`config.mk`:
```
export PLATFORM = sky130hd
export DESIGN_NAME = fmps_readout_sequencer_flat
export DESIGN_NICKNAME = d
export VERILOG_FILES = /design/src/rtl/fmps_readout_sequencer_if.sv /design/src/rtl/fmps_readout_sequencer.sv /design/src/flat_wrapper.sv
export SDC_FILE = /design/constraint.sdc
export NUM_CORES = 1
export LEC_CHECK = 0
export CELL_PAD_IN_SITES_DETAIL_PLACEMENT = 1
export CELL_PAD_IN_SITES_GLOBAL_PLACEMENT = 2
export CORE_UTILIZATION = 34
export CTS_BUF_LIST = sky130_fd_sc_hd__clkbuf_4
export DETAILED_ROUTE_END_ITERATION = 8
export MAX_ROUTING_LAYER = met4
export PLACE_DENSITY = 0.88
export SETUP_SLACK_MARGIN = 0.1
export SLEW_MARGIN = 20
export SYNTH_ARGS = -nofsm -noshare
export SYNTH_HDL_FRONTEND = slang
export SYNTH_SLANG_ARGS = --single-unit
```
`constraint.sdc`:
```
create_clock -name sysClk -period 4.9 [get_ports sysClk]
set_input_delay 0.735 -clock sysClk [delete_from_list [all_inputs] [get_ports sysClk]]
set_output_delay 0.735 -clock sysClk [all_outputs]
set_load 0.02 [all_outputs]
```
`src/rtl/fmps_readout_sequencer_if.sv`:
```
// Bundle of readout-RAM, stream and status signals around fmps_readout_sequencer.
// master = sequencer side, slave = environment (RAM, CSR, stream sink) side.
interface fmps_readout_sequencer_if #(
  parameter int INDEX_WIDTH = 5
);
  logic                          readoutActive;
  logic                          readoutValid;
  logic                          FAstrobe;
  logic [(2**INDEX_WIDTH)-1:0]   fmpsBitmapAll;
  logic [INDEX_WIDTH-1:0]        fmpsReadoutAddress;
  logic [31:0]                   fmpsReadout;
  logic [31:0]                   m_tdata;
  logic                          m_tvalid;
  logic                          m_tlast;
  logic                          m_tready;
  logic                          busy;
  logic                          scanDone;
  logic                          errorStrobe;
  logic [2:0]                    errorCode;
  logic [15:0]                   errorCount;
  logic [7:0]                    cycleCounter;

  modport master (
    input  readoutActive, readoutValid, FAstrobe, fmpsBitmapAll, fmpsReadout, m_tready,
    output fmpsReadoutAddress, m_tdata, m_tvalid, m_tlast, busy, scanDone,
           errorStrobe, errorCode, errorCount, cycleCounter
  );

  modport slave (
    output readoutActive, readoutValid, FAstrobe, fmpsBitmapAll, fmpsReadout, m_tready,
    input  fmpsReadoutAddress, m_tdata, m_tvalid, m_tlast, busy, scanDone,
           errorStrobe, errorCode, errorCount, cycleCounter
  );
endinterface

```
`src/rtl/fmps_readout_sequencer.sv`:
```
// Walks the per-FMPS readout RAM on each acquisition event and streams present words out.
// Word field checks are built only when FMPS_READOUT_CHECK_EN is defined.
module fmps_readout_sequencer #(
  parameter int          INDEX_WIDTH = 5,
  parameter logic [15:0] DATA_MAGIC  = 16'hCACA
) (
  input  logic                   sysClk,
  input  logic                   sysReset,
  fmps_readout_sequencer_if.master bus
);
  localparam int                     N        = 2**INDEX_WIDTH;
  localparam logic [INDEX_WIDTH-1:0] ADDR_ONE = INDEX_WIDTH'(1);

  typedef enum logic [2:0] {
    S_IDLE, S_SETTLE, S_SAMPLE, S_EMIT, S_NEXT, S_DONE
  } state_t;

  state_t                 state_q, state_d;
  logic [INDEX_WIDTH-1:0] addr_q, addr_d;
  logic [N-1:0]           bmap_q, bmap_d;
  logic [N-1:0]           pend_bmap_q, pend_bmap_d;
  logic                   pending_q, pending_d;
  logic [31:0]            tdata_q, tdata_d;
  logic                   tlast_q, tlast_d;
  logic                   ra_q, rv_q;
  logic [7:0]             cc_q;
  logic                   trigger;
  logic                   present;
  logic                   last_here;

  assign trigger   = (bus.readoutValid & ~rv_q) | (~bus.readoutActive & ra_q);
  assign present   = bmap_q[addr_q];
  assign last_here = ((bmap_q >> addr_q) >> 1) == '0;

  always_comb begin
    state_d     = state_q;
    addr_d      = addr_q;
    bmap_d      = bmap_q;
    pend_bmap_d = pend_bmap_q;
    pending_d   = pending_q;
    tdata_d     = tdata_q;
    tlast_d     = tlast_q;

    // A trigger during a scan is remembered once, with its own bitmap snapshot.
    if (state_q != S_IDLE && trigger && !pending_q) begin
      pending_d   = 1'b1;
      pend_bmap_d = bus.fmpsBitmapAll;
    end

    case (state_q)
      S_IDLE: begin
        if (trigger) begin
          bmap_d  = bus.fmpsBitmapAll;
          addr_d  = '0;
          state_d = S_SETTLE;
        end
      end
      S_SETTLE: state_d = S_SAMPLE;
      S_SAMPLE: begin
        if (present) begin
          tdata_d = bus.fmpsReadout;
          tlast_d = last_here;
          state_d = S_EMIT;
        end else begin
          state_d = S_NEXT;
        end
      end
      S_EMIT: begin
        if (bus.m_tready) state_d = S_NEXT;
      end
      S_NEXT: begin
        if (addr_q == '1) begin
          state_d = S_DONE;
        end else begin
          addr_d  = addr_q + ADDR_ONE;
          state_d = S_SETTLE;
        end
      end
      S_DONE: begin
        addr_d = '0;
        if (pending_q) begin
          pending_d = 1'b0;
          bmap_d    = pend_bmap_q;
          state_d   = S_SETTLE;
        end else if (trigger) begin
          // Trigger landing in DONE starts the next scan directly rather than queueing.
          pending_d = 1'b0;
          bmap_d    = bus.fmpsBitmapAll;
          state_d   = S_SETTLE;
        end else begin
          state_d   = S_IDLE;
        end
      end
      default: state_d = S_IDLE;
    endcase
  end

  always_ff @(posedge sysClk or posedge sysReset) begin
    if (sysReset) begin
      state_q     <= S_IDLE;
      addr_q      <= '0;
      bmap_q      <= '0;
      pend_bmap_q <= '0;
      pending_q   <= 1'b0;
      tdata_q     <= '0;
      tlast_q     <= 1'b0;
      ra_q        <= 1'b0;
      rv_q        <= 1'b0;
      cc_q        <= '0;
    end else begin
      state_q     <= state_d;
      addr_q      <= addr_d;
      bmap_q      <= bmap_d;
      pend_bmap_q <= pend_bmap_d;
      pending_q   <= pending_d;
      tdata_q     <= tdata_d;
      tlast_q     <= tlast_d;
      ra_q        <= bus.readoutActive;
      rv_q        <= bus.readoutValid;
      if (bus.FAstrobe) cc_q <= cc_q + 8'd1;
    end
  end

  assign bus.fmpsReadoutAddress = addr_q;
  assign bus.m_tdata            = tdata_q;
  assign bus.m_tvalid           = (state_q == S_EMIT);
  assign bus.m_tlast            = (state_q == S_EMIT) && tlast_q;
  assign bus.busy               = (state_q != S_IDLE);
  assign bus.scanDone           = (state_q == S_DONE);
  assign bus.cycleCounter       = cc_q;

`ifdef FMPS_READOUT_CHECK_EN
  logic [7:0]  cc_snap_q, pend_cc_q;
  logic        err_strobe_q;
  logic [2:0]  err_code_q;
  logic [15:0] err_count_q;
  logic [2:0]  code;
  logic        check_fire;

  always_comb begin
    code = 3'd0;
    if (bus.fmpsReadout[31] || bus.fmpsReadout[30])             code = 3'd1;
    else if (bus.fmpsReadout[29])                                code = 3'd2;
    else if (bus.fmpsReadout[24 +: INDEX_WIDTH] != addr_q)       code = 3'd3;
    else if (bus.fmpsReadout[23:8] != DATA_MAGIC)                code = 3'd4;
    else if (bus.fmpsReadout[7:0] != cc_snap_q)                  code = 3'd5;
  end

  assign check_fire = (state_q == S_SAMPLE) && present && (code != 3'd0);

  // Snapshot timing mirrors the bitmap: live on a fresh start, shadow copy for a pending one.
  always_ff @(posedge sysClk or posedge sysReset) begin
    if (sysReset) begin
      cc_snap_q    <= '0;
      pend_cc_q    <= '0;
      err_strobe_q <= 1'b0;
      err_code_q   <= '0;
      err_count_q  <= '0;
    end else begin
      if (((state_q == S_IDLE) || (state_q == S_DONE && !pending_q)) && trigger)
        cc_snap_q <= cc_q;
      else if (state_q == S_DONE && pending_q)
        cc_snap_q <= pend_cc_q;
      if (state_q != S_IDLE && trigger && !pending_q)
        pend_cc_q <= cc_q;
      err_strobe_q <= check_fire;
      if (check_fire) begin
        err_code_q <= code;
        if (err_count_q != 16'hFFFF) err_count_q <= err_count_q + 16'd1;
      end
    end
  end

  assign bus.errorStrobe = err_strobe_q;
  assign bus.errorCode   = err_code_q;
  assign bus.errorCount  = err_count_q;
`else
  assign bus.errorStrobe = 1'b0;
  assign bus.errorCode   = 3'd0;
  assign bus.errorCount  = 16'd0;
`endif
endmodule

```
`src/flat_wrapper.sv`:
```
// flat-port wrapper written by rule: the top's interface ports become plain ports
module fmps_readout_sequencer_flat 
#(
  parameter int          INDEX_WIDTH = 5,
  parameter logic [15:0] DATA_MAGIC  = 16'hCACA
)
  (sysClk, sysReset, bus_readoutActive, bus_readoutValid, bus_FAstrobe, bus_fmpsBitmapAll, bus_fmpsReadout, bus_m_tready, bus_fmpsReadoutAddress, bus_m_tdata, bus_m_tvalid, bus_m_tlast, bus_busy, bus_scanDone, bus_errorStrobe, bus_errorCode, bus_errorCount, bus_cycleCounter);
  fmps_readout_sequencer_if #(.INDEX_WIDTH(INDEX_WIDTH)) bus_i ();
  input  logic sysClk;
  input  logic sysReset;
  input wire logic [$bits(bus_i.readoutActive)-1:0] bus_readoutActive;
  input wire logic [$bits(bus_i.readoutValid)-1:0] bus_readoutValid;
  input wire logic [$bits(bus_i.FAstrobe)-1:0] bus_FAstrobe;
  input wire logic [$bits(bus_i.fmpsBitmapAll)-1:0] bus_fmpsBitmapAll;
  input wire logic [$bits(bus_i.fmpsReadout)-1:0] bus_fmpsReadout;
  input wire logic [$bits(bus_i.m_tready)-1:0] bus_m_tready;
  output wire logic [$bits(bus_i.fmpsReadoutAddress)-1:0] bus_fmpsReadoutAddress;
  output wire logic [$bits(bus_i.m_tdata)-1:0] bus_m_tdata;
  output wire logic [$bits(bus_i.m_tvalid)-1:0] bus_m_tvalid;
  output wire logic [$bits(bus_i.m_tlast)-1:0] bus_m_tlast;
  output wire logic [$bits(bus_i.busy)-1:0] bus_busy;
  output wire logic [$bits(bus_i.scanDone)-1:0] bus_scanDone;
  output wire logic [$bits(bus_i.errorStrobe)-1:0] bus_errorStrobe;
  output wire logic [$bits(bus_i.errorCode)-1:0] bus_errorCode;
  output wire logic [$bits(bus_i.errorCount)-1:0] bus_errorCount;
  output wire logic [$bits(bus_i.cycleCounter)-1:0] bus_cycleCounter;
  assign bus_i.readoutActive = bus_readoutActive;
  assign bus_i.readoutValid = bus_readoutValid;
  assign bus_i.FAstrobe = bus_FAstrobe;
  assign bus_i.fmpsBitmapAll = bus_fmpsBitmapAll;
  assign bus_i.fmpsReadout = bus_fmpsReadout;
  assign bus_i.m_tready = bus_m_tready;
  assign bus_fmpsReadoutAddress = bus_i.fmpsReadoutAddress;
  assign bus_m_tdata = bus_i.m_tdata;
  assign bus_m_tvalid = bus_i.m_tvalid;
  assign bus_m_tlast = bus_i.m_tlast;
  assign bus_busy = bus_i.busy;
  assign bus_scanDone = bus_i.scanDone;
  assign bus_errorStrobe = bus_i.errorStrobe;
  assign bus_errorCode = bus_i.errorCode;
  assign bus_errorCount = bus_i.errorCount;
  assign bus_cycleCounter = bus_i.cycleCounter;
  fmps_readout_sequencer #(.INDEX_WIDTH(INDEX_WIDTH), .DATA_MAGIC(DATA_MAGIC)) u_core (.sysClk(sysClk), .sysReset(sysReset), .bus(bus_i));
endmodule
```
Yosys cells after proc, flatten, opt, wreduce, memory -nomap -nowiden
Cells that the tools add are included.
{"block": "totals", "reg_bits": 116, "latchBits": 0, "mem_bits_rw": 0, "romBits": 0, "inputBits": 70, "output_inout_bits": 69, "wordCells": 59, "mem_count": 0}
{"block": "op_classes", "n_addsub": 2, "multipliers": 0, "div": 0, "magnitude_cmp": 1, "n_eq_ne": 9, "shifts": 1, "mux": 19, "bitwise": 5, "n_reduce_logical": 12}
{"operator": "32-bit 2-to-1 mux", "n": 2}
{"operator": "32-bit case mux with 2 select lines", "n": 1}
{"operator": "32-bit zero test", "n": 1}
{"operator": "32-bit by 5-bit >> shifter with 32-bit output", "n": 1}
{"operator": "3-bit case mux with 6 select lines", "n": 1}
{"operator": "3-bit 2-to-1 mux", "n": 5}
{"operator": "5-bit case mux with 3 select lines", "n": 1}
{"operator": "5-bit 2-to-1 mux", "n": 2}
{"operator": "8-bit by 1-bit adder with 8-bit output (second input constant)", "n": 1}
{"operator": "3-bit by 2-bit == test with 1-bit output (second input constant)", "n": 2}
{"operator": "3-bit == test (second input constant)", "n": 2}
{"operator": "5-bit by 6-bit less-than comparator with 1-bit output (second input constant)", "n": 1}
{"operator": "1-bit 2-to-1 mux", "n": 6}
{"operator": "3-bit nonzero test", "n": 2}
{"operator": "5-bit by 1-bit adder with 5-bit output (second input constant)", "n": 1}
{"operator": "1-bit binary-select mux with 5-bit select", "n": 1}
{"operator": "5-bit == test (second input constant)", "n": 1}
{"operator": "2-bit inequality test (second input constant)", "n": 2}
{"operator": "2-bit AND reduction", "n": 2}
{"operator": "3-bit by 1-bit == test with 1-bit output (second input constant)", "n": 1}
{"operator": "1-bit logical AND", "n": 3}
{"operator": "3-bit zero test", "n": 1}
{"operator": "3-bit AND reduction", "n": 1}
{"operator": "1-bit bitwise AND", "n": 2}
{"operator": "5 further kinds", "n": 6}

Depth between registers and ports, before layout
Gate-level depths: netlist of run 1.
{"block": "depth", "depth_word": 9, "depth_mapped": 11, "mapped_depth_nobuf": 9}

Worst setup path after synthesis of run 1
No wires, ideal clock.
{"block": "synth_timing", "kind": "register to register", "startpoint": "register u_core.addr_q[0], in the netlist u_core.bus.fmpsReadoutAddress[0]", "endpoint": "register u_core.tdata_q[0], in the netlist u_core.bus.m_tdata[0]", "setup_ns": 0.125, "arrival_time_ns": 2.493, "required_ns": 4.775, "path_slack_ns": 2.282, "path_stages_with_launch": 10, "path_buffers": 3, "period_less_slack_ns": 2.618, "cell_sequence": "dfrtp_1 -> buf_4 -> inv_2 -> mux4_2 -> mux2i_1 -> a211oi_1 -> or3b_1 -> buf_6 -> buf_6 -> mux2_4"}
{"block": "synth_via", "elab_chain_cells": 3}
{"element": "start: declaration", "line_no": "fmps_readout_sequencer.sv:19", "text": "logic [INDEX_WIDTH-1:0] addr_q, addr_d;"}
{"element": "start signal: assignment", "line_no": "fmps_readout_sequencer.sv:112", "text": "addr_q <= addr_d;"}
{"element": "1-bit binary-select mux with 5-bit select", "line_no": "fmps_readout_sequencer.sv:32", "text": "assign present = bmap_q[addr_q];"}
{"element": "1-bit 2-to-1 mux (not written as such)", "line_no": "fmps_readout_sequencer.sv:32"}
{"element": "2-bit AND reduction (no line)"}
{"element": "end signal: assignment", "line_no": "fmps_readout_sequencer.sv:116", "text": "tdata_q <= tdata_d;"}
{"element": "end: declaration", "line_no": "fmps_readout_sequencer.sv:23", "text": "logic [31:0] tdata_q, tdata_d;"}
No other way between the ends. The select of a mux whose other input is x is not followed.
A chain may end at the register's enable or synchronous reset.

Final worst setup path of run 1
{"block": "layout_timing", "startpoint": "register u_core.addr_q[1], in the netlist u_core.bus.fmpsReadoutAddress[1]", "endpoint": "register u_core.tdata_q[20], in the netlist u_core.bus.m_tdata[20]"}
Same word-level chain as after synthesis.

==> results of run 1 <==
## power by group
group / switching [mW] / internal [mW] / total [mW]
Clock: 0.361 / 0.414 / 0.775
Combinational: 1.03 / 1.23 / 2.25
Sequential: 0.464 / 1.42 / 1.88
Total: 1.85 / 3.06 / 4.91
## final cells by class
type                            count  area [sq um]  area share, %
Clock inverter                     12           161           2.04
Antenna cell                        1          2.50         0.0316
Inverter                           16          62.6          0.789
Clock buffer                       20           150           1.89
Sequential cell                   116          2900           36.6
Timing Repair Buffer              130          1290           16.3
Tap cell                          229           287           3.62
Multi-Input combinational cell    384          3070           38.7
## cells in the final DEF (no fill, tap or decap), types with 4 or more instances in the layout
cell type        synthesis  layout
mux4_2                  13      13
nand3_1                  6       6
clkdlybuf4s50_1          0     118
nand2_1                 32      31
nor3_1                   9       8
mux2_4                  28      28
xnor2_1                  4       4
o21ai_0                  9       9
clkbuf_4                 0      20
o22ai_1                  6       6
mux2_2                  40      40
bufinv_16                0       4
dfrtp_1                116     115
mux2i_1                 59      59
buf_4                   21      11
nand4_1                  5       5
a21oi_1                 48      48
a211oi_1                 5       5
conb_1                   1      20
inv_1                   15      14
nor2_1                  49      49
## per-stage QoR
step,setup WS (ns),instances,cell area (sq um),power [mW]
finish,1.32,908,7930,4.91
global route,1.09,908,7930,5.24
CTS,0.978,906,7890,4.97
detailed placement,1.01,874,7580,4.17
global placement,1.16,874,7580,4.03
floorplan,1.09,571,6340,3.35
## critical path, stage by stage, from the launching register on
cell,delay [ns]
dfrtp_2,0.80
mux4_2,0.60
mux2i_1,0.23
mux2i_1,0.14
a211oi_1,0.48
or3b_4,0.68
buf_4,0.23
mux2_4,0.29
## kinds of logic after synthesis
family / after synthesis
multiplexers: 140
adder cells (fa/ha/maj): 3
flip-flops: 116
other: 1
AO/OA/AOI/OAI: 95
buffers and inverters: 71
XOR/XNOR: 7
AND/OR/NAND/NOR: 119
## sequential cells by signal (all words and copies together) (netlist names)
register	flops
u_core.bmap_q	32
u_core.bus.cycleCounter	8
u_core.bus.fmpsReadoutAddress	5
u_core.bus.m_tdata	32
u_core.pend_bmap_q	32
u_core.pending_q	1
u_core.ra_q	1
u_core.rv_q	1
u_core.state_q	3
u_core.tlast_q	1
## worst max-delay path by stage
stage / startpoint / end / slack (ns)
after global routing: u_core.bus.fmpsReadoutAddress[1] / u_core.bus.m_tdata[20] / 1.09
after floorplan: sysReset / u_core.bmap_q[0] / 1.09
after CTS: u_core.bus.fmpsReadoutAddress[1] / u_core.bus.m_tdata[20] / 0.98
after detailed placement: u_core.bus.fmpsReadoutAddress[1] / u_core.bus.m_tdata[20] / 1.01
after global placement: u_core.bus.fmpsReadoutAddress[1] / u_core.bus.m_tdata[20] / 1.16
final: u_core.bus.fmpsReadoutAddress[1] / u_core.bus.m_tdata[20] / 1.32
## routing by layer
layer / global-route usage, % / share of wire [%] / vias to the layer above / routed length [um]
met1: 21.7 / 43 / 2438 / 6880
met5: - / 0 / - / 0
met3: 3.53 / 3.1 / 19 / 494
met2: 29.9 / 52 / 84 / 8260
met4: 6.82 / 1.8 / 0 / 292
li1: - / - / 2180 / -
==> out/results.tsv, run 1 <==
metric	value	unit
Final Hold Fails	0	
io pins	139	
CTS tree	built	
hold_buf cts	0	
wire length per cell	17.5	um
hold path startpoint	u_core.bus.cycleCounter[7]	
mapped cell area	6260	sq um
top cells by count, synth	116 x dfrtp_1, 59 x mux2i_1, 49 x nor2_1, 48 x a21oi_1, 40 x mux2_2	
clock-pin slew on the worst setup and hold paths	0.11	ns
complex-gate fraction of the synthesized area	9.33	%
top cell type's share of synthesized area	46.3	%
vias per cell	5.20	
synth-to-layout area growth	26.5	%
share of layout cells above drive strength 1	19.2	%
EDFF count, synth	0	
CP max FO	34	
Reg2Reg Depth	7	
largest net degree at the start of global routing	79	
leakage power figure	3.47	nW
clock sinks	116	
Post-synth top flop	dfrtp_1	
DRT Pass-1 Iters	4	
status	complete, no violations	
fill count	1992	
Starting Density	34.8	%
Yosys warnings	0	
post-synth top area cell	dfrtp_1	
Slew HR	52.8	%
count of state elements after synthesis	116	
reg2reg start	u_core.bus.fmpsReadoutAddress[1]	
Die Area	19000	sq um
antenna-violating nets left	0	
reg2reg end	u_core.bus.m_tdata[20]	
worst min-delay path class	reg -> reg	
Max clock buf depth	2	
Worst-Skew Late Latency	0.53	ns
largest family of logic cells by synthesized area	multiplexers	
number of global-route vias before repair	4978	
via count	4721	
Nets	738	
Hold WS	0.492	ns
Site Rows	49	
top-count cell post-synth	dfrtp_1	
Hold Path Cell Cnt	1	
post-synthesis average cell area	11.3	sq um
Power Density	619	nW/um^2
Max IR drop VDD	0.208	mV
final wirelength	15.9	mm
Tightest Pin Transition	0.708	ns
f_max	279	MHz
# port buffers	118	
Synth Instances	552	
RSZ-0062 raised after global routing	no	
Synth Area in XOR/XNOR	0.979	%
post-layout util	44.0	%
max cap viols	0	
crit path time final	3.58	ns
root buf cell	clkbuf_4	
cts repair resizes	0	
Horiz. Die Dim	138	um
max-slew violations	0	
setup violation total in the final timing report	0	
top cells by area, synth	dfrtp_1 46%, mux2i_1 9.4%, mux2_2 7.2%	
Clock Skew	0.0206	ns
die outline height	138	um
TritonCTS Buffers	17	
Post-Synth Simple-Gate Area	8.43	%
antenna violations before repair	1	
DP Wirelength	11.5	mm
R2R Setup Slk	1.32	ns
Worst Path Class, Setup	reg -> reg	
period utilization	73.1	%
number of unique standard cell types used by synthesis	51	
Final TNS setup	0	ns
1st-iter DRT viols	206	
Overall Global Routing Usage	18.0	%
fraction of synthesized area in multiplexers	28.0	%
DRC viols	0	
Critical Path Start Type	flip-flop	
fraction of the mapped netlist area in adder cells	0.599	%
WP data required	5.31	ns
Placeable Area	18000	sq um
Critical Path Sink Type	flip-flop	
Critical Path AT	3.99	ns
register area share after synthesis	46.3	%
postcts setup bufs	0	
grt ovf	0	
RePlAce Congestion	0.826	
asr flop ratio synth	100	%
CTS H-Tree Depth	4	
WHS Endpoint	u_core.bus.cycleCounter[7]	
global-route wire length before repair	25.4	mm
(Power assumes the default switching activity.)
==> run 2: changes to the inputs <==
==> constraint.sdc (replaced) <==
create_clock -name sysClk -period 3.6 [get_ports sysClk]
set_input_delay 0.54 -clock sysClk [delete_from_list [all_inputs] [get_ports sysClk]]
set_output_delay 0.54 -clock sysClk [all_outputs]
set_load 0.02 [all_outputs]
==> run 2 against run 1 <==
Against the previous run: via count fell by 0.83%; clock-buffer cell count decreased by 2; non-clock buffer count grew 1; die area stayed put; total power up 36%; first-iteration DRC count rose by 34%; fmax grew 17%; clock skew decreased by 0.0051 ns; combinational power grew 38%; flip-flop and latch count unchanged; worst setup slack lost 0.77 ns; critical path depth did not move; critical path type unchanged; critical endpoint is now u_core.bus.m_tdata[16].
==> out/results.tsv, run 2 (synthesis gave the netlist of run 1 again) <==
metric	value	unit	change
Max clock buf depth	2		unchanged
antenna-violating nets left	0		unchanged
via count	4682		-0.83%
root buf cell	clkbuf_4		
RePlAce Congestion	0.852		+3.2%
Slew HR	40.7	%	-12 points
worst-path cell chain	mux4_2 -> mux2i_1 -> mux2i_1 -> a211oi_1 -> or3b_2 -> buf_12 -> mux2_2		
leading cell type in the layout, fill and taps excluded	clkdlybuf4s50_1		
CTS tree	built		
Worst-Skew Late Latency	0.54	ns	about the same
reg2reg start	u_core.bus.fmpsReadoutAddress[1]		
Die Area	19000	sq um	unchanged
die outline height	138	um	unchanged
hold path startpoint	u_core.bus.cycleCounter[7]		
CP max FO	34		unchanged
Final TNS setup	0	ns	unchanged
Critical Path AT	3.48	ns	-0.51 ns
crit path time final	3.05	ns	-0.529 ns
max cap viols	0		unchanged
grt ovf	0		unchanged
Critical Path Start Type	flip-flop		
Nets	739		+0.14%
final wirelength	16.2	mm	+1.9%
vias per cell	5.15		-0.94%
global-route wire length before repair	26.3	mm	+3.5%
Site Rows	49		unchanged
Placed Instances	876		+0.23%
WHS Endpoint	u_core.bus.cycleCounter[7]		
synth-to-layout area growth	26.3	%	
period utilization	84.8	%	+12 points
antenna violations before repair	1		unchanged
fill count	2002		+0.50%
Placeable Area	18000	sq um	unchanged
Clock Skew	0.0155	ns	-0.00510 ns
Tightest Pin Transition	0.889	ns	+0.182 ns
CP max-delay cell	dfrtp_2		
most frequent CP cell	mux2i_1		
hold_buf cts	0		unchanged
Starting Density	34.8	%	unchanged
WP data required	4.02	ns	-1.29 ns
largest net degree at the start of global routing	69		-13%
Max IR drop VDD	0.302	mV	+45%
status	complete, no violations		
f_max	327	MHz	+17%
DRC viols	0		unchanged
fin worst setup slack	0.546	ns	-0.771 ns
cts repair resizes	0		unchanged
clock sinks	116		unchanged
Power Density	842	nW/um^2	+36%
CTS H-Tree Depth	4		unchanged
reg2reg end	u_core.bus.m_tdata[16]		
R2R Setup Slk	0.55	ns	-0.77 ns
clock-pin slew on the worst setup and hold paths	0.11	ns	about the same
TritonCTS Buffers	17		unchanged
Reg2Reg Depth	7		unchanged
Worst Path Class, Setup	reg -> reg		
Overall Global Routing Usage	18.7	%	+0.67 points
RSZ-0062 raised after global routing	no		
max-slew violations	0		unchanged
# port buffers	118		unchanged
Final Hold Fails	0		unchanged
DP Wirelength	11.6	mm	+0.95%
Power Total	6.67	mW	+36%
Horiz. Die Dim	138	um	unchanged
Hold Path Cell Cnt	1		unchanged
1st-iter DRT viols	277		+34%
number of global-route vias before repair	5020		+0.84%
Critical Path Sink Type	flip-flop		
post-layout util	43.9	%	-0.062 points
setup violation total in the final timing report	0		unchanged
DRT Pass-1 Iters	4		unchanged
postcts setup bufs	0		unchanged
io pins	139		unchanged
wire length per cell	17.9	um	+1.8%
Non-Filler Instances	909		+0.11%
leakage power figure	3.46	nW	-0.13%
most frequent cells in the layout	118 x clkdlybuf4s50_1, 115 x dfrtp_1, 59 x mux2i_1, 49 x nor2_1, 48 x a21oi_1		
share of layout cells above drive strength 1	19.0	%	-0.18 points
worst min-delay path class	reg -> reg		
CP peak stage delay	0.72	ns	-0.08 ns
pre-CTS WS	0.547	ns	-0.458 ns
## run 2: area by class of cell
type | instances | area [sq um] | share of cell area [%]
multi-input combinational | 384 | 3060 | 38.7
sequential | 116 | 2900 | 36.7
timing repair buffer | 131 | 1290 | 16.3
tap | 229 | 287 | 3.62
clock inverter | 14 | 166 | 2.10
clock buffer | 18 | 135 | 1.71
inverter | 16 | 63.8 | 0.806
antenna | 1 | 2.50 | 0.0316
## run 2: per-stage QoR
step	instance area [sq um]	hold WS (ns)
floorplan	6340	0.441
CTS	7910	0.426
global route	7910	0.443
global placement	7600	0.464
detailed placement	7600	0.465
finish	7910	0.474
## run 2: layer usage
layer	vias to the layer above	share of wire [%]	global-route usage, %
met4	0	1.6	6.76
met1	2384	44	22.9
li1	2193	-	-
met5	-	0	-
met3	21	3.0	4.05
met2	84	51	30.3
## run 2: worst max-delay path by stage
stage                                                 from                     end
after floorplan           u_core.bus.fmpsReadoutAddress[0]   u_core.bus.m_tdata[0]
after global placement    u_core.bus.fmpsReadoutAddress[1]  u_core.bus.m_tdata[15]
after detailed placement  u_core.bus.fmpsReadoutAddress[1]  u_core.bus.m_tdata[18]
after CTS                 u_core.bus.fmpsReadoutAddress[1]  u_core.bus.m_tdata[16]
after global routing      u_core.bus.fmpsReadoutAddress[1]  u_core.bus.m_tdata[16]
final                     u_core.bus.fmpsReadoutAddress[1]  u_core.bus.m_tdata[16]
## run 2: power breakdown
group / internal, mW / total (mW) / switching, mW
sequential: 1.93 / 2.53 / 0.599
clock: 0.542 / 1.04 / 0.495
combinational: 1.68 / 3.10 / 1.43
## run 2: critical path, delay by kind of cell (launching register included)
family | cells | cell delay [ns]
AND/OR/NAND/NOR | 1 | 0.22
buffers and inverters | 1 | 0.26
multiplexers | 4 | 1.29
AO/OA/AOI/OAI | 1 | 0.41
flip-flops | 1 | 0.72
==> RTL change 1 (config.mk and constraints of run 1) <==
`INDEX_WIDTH` is set to 5 in 3 places; all go to 6.
--- a/src/rtl/fmps_readout_sequencer_if.sv
+++ b/src/rtl/fmps_readout_sequencer_if.sv
@@ -2,5 +2,5 @@
 // master = sequencer side, slave = environment (RAM, CSR, stream sink) side.
 interface fmps_readout_sequencer_if #(
-  parameter int INDEX_WIDTH = 5
+  parameter int INDEX_WIDTH = 6
 );
   logic                          readoutActive;
--- a/src/rtl/fmps_readout_sequencer.sv
+++ b/src/rtl/fmps_readout_sequencer.sv
@@ -2,5 +2,5 @@
 // Word field checks are built only when FMPS_READOUT_CHECK_EN is defined.
 module fmps_readout_sequencer #(
-  parameter int          INDEX_WIDTH = 5,
+  parameter int          INDEX_WIDTH = 6,
   parameter logic [15:0] DATA_MAGIC  = 16'hCACA
 ) (
--- a/src/flat_wrapper.sv
+++ b/src/flat_wrapper.sv
@@ -2,5 +2,5 @@
 module fmps_readout_sequencer_flat 
 #(
-  parameter int          INDEX_WIDTH = 5,
+  parameter int          INDEX_WIDTH = 6,
   parameter logic [15:0] DATA_MAGIC  = 16'hCACA
 )
Interface: changed (resized bus_fmpsBitmapAll and bus_fmpsReadoutAddress); port bits go from 139 to 172. The function was not compared with the original's and may differ.
==> RTL change 1 against run 1 <==
- cell area is 66% higher
- global-route usage increased by 0.75 points
- power grew 61%
- synthesized area up 77%
- critical path depth up 1
- clock power up 18%
- wire length increased by 86%
- critical path type unchanged
- sequential cell count up 65
- critical endpoint is now u_core.bus.m_tdata[5]
- sequential power up 68%
- final cell count up 75%
- clock skew up 11 ps
- worst setup slack got worse by 320 ps
==> RTL change 1: results (changes against run 1) <==
postcts setup bufs 0 (unchanged); CP max FO 71 (+110%); DP Area 12,900 um2 (+70%); pin count of the biggest net entering global routing 73 (-7.6%); dpl ws 971 ps (-34.1 ps); Netlist cell types 70 (+37%); GRT Total Usage 0.188 (+0.00745); Worst-Skew Late Latency 640 ps (+110 ps); status completed; clock-pin transition on the worst setup and hold timing paths 170 ps (+60 ps); R2R setup slack 1000 ps (-320 ps); Final Net Count 1,240 (+68%); Starting DRT DRC Count 517 (+150%); Max IR drop VDD 224 uV (+7.8%); P_leak 5.47 nW (+58%); HP Class in -> async; Hold WS 389 ps (-104 ps); final WL 29,500 um (+86%); share of cells above drive strength 1 0.185 (-0.00636); register area share after synthesis 0.408 (-0.0553); first-pass GRT wire length 48,400 um (+91%); dominant synthesized flop cell dfrtp_1; Sw Ratio 0.410 (+0.0324); port bufs 151 (+28%); gpl congestion 0.835 (+1.1%); Crit path arrival time 4410 ps (+420 ps); Worst Clk Skew 31.9 ps (+11.4 ps); vias in the first global route 8,830 (+77%); vias per cell 5.35 (+2.9%); PnR worst setup slack 1000 ps (-316 ps); top post-synthesis cells by area dfrtp_1 41%, mux2i_1 10%, mux2_2 7.7%, mux4_2 7.7%, a21oi_1 4.4%; Detail Placement HPWL 20,600 um (+79%); Slew @ Worst Pin 962 ps (+254 ps); most frequent cells after synthesis 181 x dfrtp_1, 113 x mux2i_1, 113 x nor2_1
RTL change 1: cell types whose count changed after synthesis, sizes merged, moves of 22 or more:
cell / before / now
a21oi: 48 / 98
dfrtp: 116 / 181
mux2: 68 / 105
mux2i: 59 / 113
mux4: 13 / 43
nand2: 32 / 54
nor2: 49 / 114
RTL change 1: per-stage QoR:
stage               total power [mW]  std cells  utilization
finish                          7.89       1585        0.415
global placement                6.85       1551        0.405
CTS                             7.97       1583        0.414
floorplan                       5.84       1044            -
global route                    8.48       1585        0.415
detailed placement              7.03       1551        0.405
RTL change 1: area by class of cell:
| cell class | instances | area (um2) |
|---|---|---|
| diodes | 1 | 2.50 |
| clock buffers | 18 | 135 |
| clock inverters | 14 | 163 |
| fillers | 3489 | 18600 |
| inverters | 14 | 56.3 |
| multi-input cells | 754 | 6070 |
| flip-flops and latches | 181 | 4540 |
| well taps | 435 | 544 |
| repair buffers | 168 | 1680 |
RTL change 1: worst paths after layout:
kind,from,end,depth (start not counted)
max in group asynchronous,sysReset,u_core.bmap_q[23],4
worst min register to register,u_core.bus.cycleCounter[7],u_core.bus.cycleCounter[7],1
min in group sysClk,u_core.bus.cycleCounter[7],u_core.bus.cycleCounter[7],1
worst min-delay path,sysReset,u_core.bus.m_tdata[10],2
worst max-delay path,u_core.bus.fmpsReadoutAddress[0],u_core.bus.m_tdata[5],8
worst max register to register,u_core.bus.fmpsReadoutAddress[0],u_core.bus.m_tdata[5],8
RTL change 1: per-layer routing:
layer | part of all wire | GRT usage
met1 | 0.47 | 0.244
met2 | 0.48 | 0.301
met3 | 0.041 | 0.0351
met4 | 0.011 | 0.0474
met5 | 0 | -
RTL change 1: critical path, stage by stage, from the launching register on:
cell	delay [ps]
dfrtp_4	1050
inv_1	560
mux4_2	600
mux2i_1	210
a21oi_1	130
a22o_4	300
nor2_8	110
nand2_4	340
mux2_4	440
RTL change 1: power by group through the flow:
stage | clock network (mW) | registers (mW) | logic, mW
2_1_floorplan | 0 | 2.96 | 2.88
3_3_place_gp | 0 | 3.13 | 3.71
3_5_place_dp | 0 | 3.18 | 3.85
4_1_cts | 0.959 | 3.15 | 3.86
5_1_grt | 1.02 | 3.28 | 4.18
6_report | 0.918 | 3.15 | 3.82
RTL change 1: cells by family after synthesis:
family | count (synthesis) | share of synthesized area
compound gates | 195 | 0.109
xor+xnor | 7 | 0.00552
fa+ha+maj | 3 | 0.00316
buf+inv | 109 | 0.0537
flops | 181 | 0.408
mux | 261 | 0.307
other cells | 1 | 0.000338
simple gates | 268 | 0.113
==> RTL change 2 (settings of run 1) <==
Without the edit above. Take the reset off `addr_q` and `tdata_q` and load them in a clocked block of their own.
--- a/src/rtl/fmps_readout_sequencer.sv
+++ b/src/rtl/fmps_readout_sequencer.sv
@@ -99,9 +99,7 @@
     if (sysReset) begin
       state_q     <= S_IDLE;
-      addr_q      <= '0;
       bmap_q      <= '0;
       pend_bmap_q <= '0;
       pending_q   <= 1'b0;
-      tdata_q     <= '0;
       tlast_q     <= 1'b0;
       ra_q        <= 1'b0;
@@ -110,9 +108,7 @@
     end else begin
       state_q     <= state_d;
-      addr_q      <= addr_d;
       bmap_q      <= bmap_d;
       pend_bmap_q <= pend_bmap_d;
       pending_q   <= pending_d;
-      tdata_q     <= tdata_d;
       tlast_q     <= tlast_d;
       ra_q        <= bus.readoutActive;
@@ -120,4 +116,9 @@
       if (bus.FAstrobe) cc_q <= cc_q + 8'd1;
     end
+  end
+
+  always_ff @(posedge sysClk) begin
+    addr_q  <= addr_d;
+    tdata_q <= tdata_d;
   end
 
Check against the original RTL: differs if sysReset is asserted again (counterexample within 4 cycles, from zero or initial values and one cycle with sysReset high); with sysReset held inactive, the same outputs for 10 cycles.
==> RTL change 2 against run 1 <==
- clock power down 21%
- cell area down 6.9%
- worst hold slack worse by 14 ps
- worst setup slack better by 330 ps
- power down 13%
- largest cell class is now flip-flops and latches
- count of clock-buffer cells in the layout down 3
- sequential cell count unchanged
- wire length down 15%
- synthesized area down 7.1%
==> RTL change 2: results (changes against run 1) <==
Slew @ Worst Pin 845 ps (+138 ps); Worst-Skew Late Latency around 520 ps; CP max FO 22 (-35%); proportion of synthesized area in mux cells 0.220 (-0.0604); Flop pwr share 0.432 (+0.049); Critical Path Source u_core.bus.fmpsReadoutAddress[0]; register area share after synthesis 0.530 (+0.0671); Reg-to-Reg Start u_core.bus.fmpsReadoutAddress[1]; GRT Total Usage 0.170 (-0.0108); Synth async-reset ratio 0.681 (-0.319); CTS max path bufs 2 (unchanged); Sw Ratio 0.385 (+0.00761); Starting DRT DRC Count 152 (-26%); Final Net Count 664 (-10%); Worst Clk Skew 14.3 ps (-6.31 ps); H-tree Lvls 4 (unchanged); number of synthesized flops with an enable pin 37 (+37); status completed; Max IR drop VDD 197 uV (-5.2%); dpl ws 1690 ps (+688 ps); Fill cells 1,775 (-11%); Detailed Routing Iterations Pass 1 6 (+2); port bufs 118 (unchanged); WL per Instance 16.5 um (-5.8%); vias in the first global route 4,449 (-11%); top post-synthesis cells by area dfrtp_1 34%, edfxtp_1 19%, mux2i_1 8.9%, mux2_2 6.4%, mux4_2 5.8%; share of cells above drive strength 1 0.157 (-0.0345); initial antenna violation count 0 (-1); Netlist cell types 54 (+5.9%); Synth Area in XOR/XNOR 0.0135 (+0.00375); Clk pwr share 0.143 (-0.015); n_diodes 0 (-1); Detail Placement HPWL 9880 um (-14%); Critical R2R Capture u_core.bus.m_tdata[28]; P_leak 3.01 nW (-13%); vias per cell 5.04 (-3.0%); Syn. warnings 0 (unchanged); most frequent cells after synthesis 79 x dfrtp_1, 55 x nor2_1, 52 x mux2i_1; pin count of the biggest net entering global routing 65 (-18%); first-pass GRT wire length 22,900 um (-9.9%); Crit path arrival time 2520 ps (-1470 ps); Synth Instances 476 (-14%); Adder-Cell Fraction of Synth Area 0.00645 (+0.000456); Synth Area in Compound Gates 0.0804 (-0.0129)
==> RTL change 2: area by class of cell <==
type | instances | area, um2 | share of cell area
timing repair buffer | 126 | 1240 | 0.168
multi-input combinational | 317 | 2480 | 0.336
clock inverter | 15 | 118 | 0.0159
inverter | 13 | 50.0 | 0.00678
sequential | 116 | 3090 | 0.419
clock buffer | 17 | 128 | 0.0173
tap | 220 | 275 | 0.0373
==> RTL change 2: critical path: stages (launching register included) <==
cell	delay (ps)
edfxtp_1	880
buf_4	400
clkdlybuf4s50_1	700
==> RTL change 2: worst max path at each step <==
stage / end / slack, ps
floorplan: u_core.bus.m_tdata[0] / 1950
global placement: u_core.bus.m_tdata[0] / 1790
detailed placement: u_core.bus.m_tdata[0] / 1690
CTS: bus_fmpsReadoutAddress[0] / 1560
global route: bus_fmpsReadoutAddress[0] / 1410
finish: bus_fmpsReadoutAddress[0] / 1640
==> RTL change 2: layer usage <==
layer / global-route usage / wire length [um] / up-vias / part of all wire
li1: - / - / 1935 / -
met1: 0.206 / 6140 / 2067 / 0.45
met2: 0.273 / 6530 / 136 / 0.48
met3: 0.0479 / 771 / 16 / 0.057
met4: 0.0517 / 169 / 0 / 0.012
met5: - / 0 / - / 0
==> RTL change 2: stage by stage <==
stage | instance area [um2] | utilization | instances | hold slack (ps) | total power [mW]
final | 7380 | 0.443 | 824 | 478 | 4.27
after global routing | 7380 | 0.443 | 824 | 505 | 4.58
after CTS | 7370 | 0.443 | 824 | 489 | 4.33
after detailed placement | 7130 | 0.428 | 792 | 472 | 3.70
after global placement | 7130 | 0.428 | 792 | 468 | 3.59
after floorplan | 5890 | - | 495 | 481 | 3.07
